**config.mk**
```make
export PLATFORM = sky130hd
export DESIGN_NAME = keypad_scanner
export DESIGN_NICKNAME = d
export VERILOG_FILES = /design/src/rtl/keypad_pkg.sv /design/src/rtl/keypad_tick_gen.sv /design/src/rtl/keypad_scanner.sv
export SDC_FILE = /design/constraint.sdc
export NUM_CORES = 1
export LEC_CHECK = 0
export BUFFER_PORTS_ARGS = -buffer_cell sky130_fd_sc_hd__buf_2
export CORE_MARGIN = 5
export CORE_UTILIZATION = 51
export DETAILED_ROUTE_END_ITERATION = 8
export HOLD_SLACK_MARGIN = 0.06
export PLACE_DENSITY = 0.73
export SLEW_MARGIN = 15
export SYNTH_ARGS = -nofsm -noshare
export SYNTH_HDL_FRONTEND = slang
export SYNTH_SLANG_ARGS = --single-unit
```
**constraint.sdc**
```tcl
create_clock -name clk -period 1.9 [get_ports clk]
set_input_delay 0.475 -clock clk [delete_from_list [all_inputs] [get_ports clk]]
set_output_delay 0.475 -clock clk [all_outputs]
set_load 0.005 [all_outputs]
```
**src/rtl/keypad_pkg.sv**
```systemverilog
// rtl/keypad_pkg.sv - shared types and constants for the keypad scanner
package keypad_pkg;

    typedef enum logic [1:0] {
        SCAN,
        DEBOUNCE,
        HELD,
        RELEASE
    } state_t;

    localparam int NUM_ROWS = 4;
    localparam int NUM_COLS = 4;
    localparam int KEY_W    = 5;

    // Lowest-index low row wins when several keys share the active column.
    function automatic logic [1:0] lowest_low(input logic [NUM_ROWS-1:0] rows);
        lowest_low = 2'd0;
        for (int i = NUM_ROWS - 1; i >= 0; i--) begin
            if (!rows[i]) lowest_low = 2'(i);
        end
    endfunction

endpackage

```
**src/rtl/keypad_tick_gen.sv**
```systemverilog
// rtl/keypad_tick_gen.sv - one-cycle scan tick every CLK_DIV clocks
module keypad_tick_gen #(
    parameter int CLK_DIV = 1000
) (
    input  logic clk,
    input  logic rst_n,
    output logic tick
);

    localparam int CW = $clog2(CLK_DIV);

    logic [CW-1:0] cnt;

    always_ff @(posedge clk or negedge rst_n) begin
        if (!rst_n) begin
            cnt <= '0;
        end else if (cnt == CW'(CLK_DIV - 1)) begin
            cnt <= '0;
        end else begin
            cnt <= cnt + 1'b1;
        end
    end

    assign tick = (cnt == CW'(CLK_DIV - 1));

endmodule

```
**src/rtl/keypad_scanner.sv**
```systemverilog
// rtl/keypad_scanner.sv - 4x4 keypad column scan with press/release debounce
module keypad_scanner
    import keypad_pkg::*;
#(
    parameter int CLK_DIV        = 1000,
    parameter int DEBOUNCE_TICKS = 4
) (
    input  logic             clk,
    input  logic             rst_n,
    input  logic [3:0]       row_in,
    output logic [3:0]       col_out,
    output logic [KEY_W-1:0] key,
    output logic             key_valid,
    output logic             key_down
);

    localparam int CNT_W = $clog2(DEBOUNCE_TICKS + 1);

    logic             tick;
    logic [3:0]       row_m, row_s;
    state_t           state, state_n;
    logic [1:0]       col_idx, col_n;
    logic [1:0]       cap_row, cap_row_n;
    logic [3:0]       cap_pat, cap_pat_n;
    logic [CNT_W-1:0] cnt, cnt_n, cnt_inc;
    logic             done;
    logic [KEY_W-1:0] key_n;
    logic             valid_n, down_n;

    keypad_tick_gen #(.CLK_DIV(CLK_DIV)) u_tick (
        .clk   (clk),
        .rst_n (rst_n),
        .tick  (tick)
    );

    assign cnt_inc = cnt + 1'b1;
    assign done    = (cnt_inc == CNT_W'(DEBOUNCE_TICKS));
    assign col_out = ~(4'(1) << col_idx);

    always_ff @(posedge clk or negedge rst_n) begin
        if (!rst_n) begin
            row_m     <= 4'hF;
            row_s     <= 4'hF;
            state     <= SCAN;
            col_idx   <= 2'd0;
            cap_row   <= 2'd0;
            cap_pat   <= 4'hF;
            cnt       <= '0;
            key       <= '0;
            key_valid <= 1'b0;
            key_down  <= 1'b0;
        end else begin
            row_m     <= row_in;
            row_s     <= row_m;
            state     <= state_n;
            col_idx   <= col_n;
            cap_row   <= cap_row_n;
            cap_pat   <= cap_pat_n;
            cnt       <= cnt_n;
            key       <= key_n;
            key_valid <= valid_n;
            key_down  <= down_n;
        end
    end

    always_comb begin
        state_n   = state;
        col_n     = col_idx;
        cap_row_n = cap_row;
        cap_pat_n = cap_pat;
        cnt_n     = cnt;
        key_n     = key;
        valid_n   = 1'b0;
        down_n    = key_down;
        if (tick) begin
            case (state)
                SCAN: begin
                    if (row_s == 4'hF) begin
                        col_n = col_idx + 1'b1;
                    end else begin
                        cap_row_n = lowest_low(row_s);
                        cap_pat_n = row_s;
                        cnt_n     = '0;
                        state_n   = DEBOUNCE;
                    end
                end
                DEBOUNCE: begin
                    if (row_s == cap_pat) begin
                        cnt_n = cnt_inc;
                        if (done) begin
                            key_n   = {1'b0, cap_row, col_idx};
                            valid_n = 1'b1;
                            down_n  = 1'b1;
                            state_n = HELD;
                        end
                    end else begin
                        col_n   = col_idx + 1'b1;
                        state_n = SCAN;
                    end
                end
                // Only the captured row is watched; other keys are ignored.
                HELD: begin
                    if (row_s[cap_row]) begin
                        cnt_n   = '0;
                        state_n = RELEASE;
                    end
                end
                RELEASE: begin
                    if (row_s[cap_row]) begin
                        cnt_n = cnt_inc;
                        if (done) begin
                            down_n  = 1'b0;
                            col_n   = col_idx + 1'b1;
                            state_n = SCAN;
                        end
                    end else begin
                        state_n = HELD;
                    end
                end
                default: state_n = SCAN;
            endcase
        end
    end

endmodule
```
[Yosys cells after proc, flatten, opt, wreduce, memory -nomap -nowiden]
Cells that the tools add are included.
Operators by class
  multiplexer cells: 33
  add/sub/neg operators: 3
  $lt $le $gt $ge: 1
  reductions and logical operators: 9
  shift operators: 1
  eq/ne operators: 17
  bitwise gates (word level): 2
Operators with widths (count)
  $mux 2: 14
  $ne 2x2->1 const B: 8
  $mux 3: 4
  $pmux 3 s4: 1
  $reduce_and 6->1: 2
  $add 10x1->10 const B: 1
  $eq 10x10->1 const B: 1
  $mux 10: 1
  $reduce_and 5->1: 2
  $mux 1: 9
  $pmux 2 s4: 1
  $ne 3x3->1 const B: 2
  $pmux 2 s3: 1
  $eq 2x2->1 const B: 2
  $eq 4x4->1: 1
  $eq 4x4->1 const B: 1
  $not 4->4: 1
  $reduce_and 4->1: 1
  $shl 1x2->4 const A: 1
  $add 3x1->3 const B: 1
  $eq 3x3->1 const B: 1
  $lt 2x3->1 const B: 1
  $reduce_and 3->1: 1
  $reduce_bool 3->1: 1
  7 further kinds: 7
Storage, ports and cells
  bits in registers: 37
  input port bits: 6

[Depth between registers and ports, before layout]
  depth after elaboration: 6
  depth in mapped cells: 7

[By module]
Synthesis repeated with hierarchy kept, for this count alone.
Unflattened totals
  cell total of the unflattened synthesis: 162
  area total of the unflattened synthesis: 1841.8 um^2
Modules (own cells, without submodules)
  keypad_scanner: seq. area each 690.7 um^2, cells an instance 118, area each 1347.5 um^2, times used 1
  keypad_tick_gen: seq. area each 250.2 um^2, cells an instance 44, area each 494.2 um^2, times used 1

[Least setup slack after synthesis]
No wires, ideal clock.
  path kind: register -> register
  from: register u_tick.cnt[0]
  to: register key[0]
  arrival time: 1936 ps
  stages on the path, launching flop included: 6
  setup slack: -161 ps
  buffers on the path: 0
  required time: 1775 ps
  cell sequence: dfrtp_1 -> ha_1 -> nand2_1 -> or4_4 -> nor4_4 -> mux2_2
Between the ends
  longest elaborated chain between the ends: 2
Ends and longest elaborated chain
  start: declaration: line keypad_tick_gen.sv:12  | logic [CW-1:0] cnt;
  start signal: assignment: line keypad_tick_gen.sv:20  | cnt <= cnt + 1'b1;
  $eq 10x10->1: line keypad_tick_gen.sv:24  | assign tick = (cnt == CW'(CLK_DIV - 1));
  $reduce_and 4->1 (no source line)
  end signal: assignment: line keypad_scanner.sv:60  | key <= key_n;
  end: declaration: line keypad_scanner.sv:12  | output logic [KEY_W-1:0] key,
Every way passes these cells.
A chain may end at the register's enable or synchronous reset.

[Worst setup path after layout]
  from: register cap_row[0]
  to: register col_idx[1]
Between the ends
  longest elaborated chain between the ends: 4
Ends and longest elaborated chain
  start: declaration: line keypad_scanner.sv:23  | logic [1:0] cap_row, cap_row_n;
  start signal: assignment: line keypad_scanner.sv:57  | cap_row <= cap_row_n;
  $bmux 1 s2: line keypad_scanner.sv:109  | if (row_s[cap_row]) begin
  $mux 1 (not written as such): line keypad_scanner.sv:109
  $ne 2x2->1 (no source line)
  $reduce_and 6->1 (no source line)
  end signal: assignment: line keypad_scanner.sv:56  | col_idx <= col_n;
  end: declaration: line keypad_scanner.sv:22  | logic [1:0] col_idx, col_n;
Every way passes these cells. The select of a mux whose other input is x is not followed.

==> results.sh <==
export IMPL_status="completed"
export IMPL_drc_errors=0
export IMPL_worstSetupStartpointType="flip-flop"
export IMPL_antenna_left=0
export IMPL_via_per_inst=4.99
export IMPL_pre_cts_slack_ns=-0.108
export IMPL_grt_usage_pct=14.6
export IMPL_synthTopCellsByCount="dfrtp_1 (25), inv_1 (15), nor2_1 (14)"
export IMPL_clk_path_buf_depth=2
export IMPL_final_setup_worst_slack_ns=0.0144
export IMPL_max_stage_delay_ns=0.57
export IMPL_utilization_pct=68.2
export IMPL_n_antenna_cell=0
export IMPL_grt_overflow=0
export IMPL_die_h_um=69.6
export IMPL_max_freq_mhz=530
export IMPL_skew_ns=0.0149
export IMPL_drive_gt1_share_pct=47.3
export IMPL_syn_inst=152
export IMPL_critical_path_class="flip-flop to flip-flop"
export IMPL_gp_congestion=0.865
export IMPL_synthTopCellsByArea="dfrtp_1 (35%), dfstp_2 (17%), ha_1 (8.3%)"
export IMPL_cts_sinks=37
export IMPL_p_per_area_mw_per_mm2=551
export IMPL_htree_num_levels=2
export IMPL_cts_made_buffers=5
export IMPL_period_share_pct=99.2
export IMPL_ys_seq_elements=37
export IMPL_max_cap_violations=0
export IMPL_yosys_cell_count_top_type="dfrtp_1"
export IMPL_highest_layer="met4"
export IMPL_rrSetupSlack_ns=0.01
export IMPL_synth_ff_type="dfrtp_1"
export IMPL_synth_top_area_share_pct=34.5
export IMPL_nNetsFinal=224
export IMPL_initial_utilization_pct=53.5
export IMPL_cp_required_ns=2.14
export IMPL_min_period_ns=1.89
export IMPL_synth_area_per_cell_um2=11.9
export IMPL_n_fill_cell=248
export IMPL_cts_tree="yes"
export IMPL_reg2reg_depth=5
export IMPL_grt_max_degree=38
export IMPL_setup_viol=0
export IMPL_clkSlewWorstSetupHoldPaths_ns=0.13
export IMPL_worstPathBufferInverterCount=0
export IMPL_rows=21
export IMPL_power_static_leakage_nw=1.12
export IMPL_synth_edf_count=0
export IMPL_final_hold_violation_count=0
export IMPL_regToRegStartpoint="cap_row[0]$_DFFE_PN0P_"
export IMPL_syn_num_nets=170
export IMPL_core_mm2=0.00339
export IMPL_syn_area_mm2=0.00181
export IMPL_cts_root_buf="clkbuf_4"
export IMPL_rsz0062_at_grt="true"
export IMPL_pin_count=17
export IMPL_io_buffers=15
export IMPL_total_power_mw=1.27
export IMPL_cp_arrival_ns=2.13
export IMPL_die_area_mm2=0.00485
export IMPL_seq_area_frac_synth_pct=51.9
export IMPL_first_pass_iters=4
export IMPL_cp_top_family="multiplexers"
export IMPL_r2r_end="col_idx[1]$_DFFE_PN0P_"
export IMPL_route_layer_met1_wl_um=1430
export IMPL_yosysWarningCount=0
export IMPL_cp_slowest_cell="mux4_2"
export IMPL_ys_async_sr_fraction_pct=100
export IMPL_hp_class="primary input to asynchronous set/reset pin"
export IMPL_synth_cell_types=35
export IMPL_slew_viol_final=0
export IMPL_dp_hpwl_um=2330
export IMPL_yosys_area_top_type="dfrtp_1"
export IMPL_clk_latency_ns=0.36
export IMPL_vias=1262
export IMPL_dieWidth_um=69.6
export IMPL_dr_first_iter_drc_count=68
export IMPL_wl_met2_um=1810
export IMPL_area_delta_synth_final_pct=27.5
export IMPL_antenna_found_initial=0
export IMPL_wl_per_cell_um=13.7
export IMPL_grt_pass1_vias=1253
export IMPL_wirelength_um=3470
export IMPL_path_max_fanout=3
export IMPL_critical_path_endpoint_type="flip-flop"
export IMPL_grt_pass1_wl_um=5600
export IMPL_crit_path_cell_trace="mux4_2 -> nor2b_2 -> o21ba_2 -> and4_4 -> mux2_2"
export IMPL_wl_met3_um=139
export IMPL_ir_drop_mv=0.606
area by class of cell:
class	instances	area, um^2	area share [%]
inverters	15	56.3	2.44
multi-input cells	98	855	37.0
well taps	46	57.6	2.49
repair buffers	49	345	14.9
flip-flops and latches	37	941	40.7
clock buffers	5	37.5	1.62
clock inverters	3	20.0	0.866
layer usage:
layer | vias up | GRT usage [%]
li1 | 618 | -
met1 | 612 | 16.1
met2 | 25 | 25.1
met3 | 7 | 5.07
met4 | 0 | 6.60
met5 | - | 0
flip-flops by register name, indices dropped and copies added (netlist names):
signal / flops
u_tick.cnt: 10
cnt: 3
row_m: 4
cap_row: 2
cap_pat: 4
key_valid: 1
key_down: 1
col_idx: 2
key: 4
row_s: 4
state: 2
worst reg2reg max path: cells and delay by family (launching register included):
family	cells	cell delay, ns
mux	2	0.85
flops	1	0.41
simple gates	2	0.35
compound gates	1	0.18
what timing repair did:
action                     in CTS  in global routing
hold buffers                    0                  0
buffers inserted                5                  6
pin swaps                       3                  3
setup endpoints to repair      12                 14
gates resized for setup         6                 11
metrics by stage:
step | setup TNS (ns) | instance area (um^2) | hold WS, ns | instances
CTS | -0.000825 | 2230 | 0.141 | 247
floorplan | -0.585 | 1820 | 0.179 | 152
global placement | -0.243 | 2110 | 0.345 | 234
detailed placement | -0.585 | 2110 | 0.347 | 234
finish | 0 | 2310 | 0.137 | 253
global route | -0.129 | 2310 | 0.169 | 253
how the worst max path moves through the flow:
stage | from | end | slack (ns) | cells past startpoint
global route | u_tick.cnt[0]$_DFF_PN0_ | state[1]$_DFFE_PN0P_ | -0.09 | 7
finish | cap_row[0]$_DFFE_PN0P_ | col_idx[1]$_DFFE_PN0P_ | 0.01 | 5
CTS | u_tick.cnt[3]$_DFF_PN0_ | state[1]$_DFFE_PN0P_ | -0.0008 | 6
floorplan | u_tick.cnt[0]$_DFF_PN0_ | key[0]$_DFFE_PN0P_ | -0.15 | 5
global placement | u_tick.cnt[1]$_DFF_PN0_ | key[2]$_DFFE_PN0P_ | -0.06 | 6
detailed placement | u_tick.cnt[1]$_DFF_PN0_ | key[0]$_DFFE_PN0P_ | -0.11 | 6
kinds of logic after synthesis:
family	Yosys count	synth area share, %
muxes	14	9.18
DFF	37	51.9
adders and majority gates	12	8.28
AOI/OAI and AO/OA	18	6.69
xor gates and xnor gates	12	5.80
other	1	0.207
and+or+nand+nor	41	14.1
buffers and inverters	17	3.80
report_power, final:
group          internal [mW]  switching, mW  leakage [nW]  total (mW)
combinational         0.0111         0.0211         0.629      0.0322
sequential             0.804        0.00796         0.460       0.812
clock                  0.148          0.282        0.0359       0.429
cells in the final DEF, fill, tap and decap left out, types with 2 or more instances in the layout:
| master | Yosys | routed |
|---|---|---|
| mux2i_1 | 2 | 2 |
| mux2_4 | 0 | 6 |
| mux2_2 | 11 | 5 |
| inv_1 | 15 | 15 |
| xnor2_1 | 9 | 9 |
| buf_4 | 1 | 30 |
| dfrtp_1 | 25 | 25 |
| buf_6 | 0 | 4 |
| o21ai_1 | 0 | 2 |
| o21ai_0 | 6 | 4 |
| ha_2 | 0 | 2 |
| nand2_1 | 7 | 6 |
| and2b_2 | 2 | 2 |
| nor2_1 | 14 | 14 |
| a31oi_1 | 3 | 3 |
| nand4_1 | 2 | 2 |
| xor2_1 | 3 | 3 |
| buf_2 | 1 | 15 |
| nor4_4 | 2 | 2 |
| clkbuf_4 | 0 | 5 |
| dfstp_2 | 12 | 12 |
| nand3_1 | 5 | 5 |
| a21oi_1 | 3 | 2 |
| ha_1 | 12 | 10 |
Note: power is estimated with default switching activity, not from simulation.
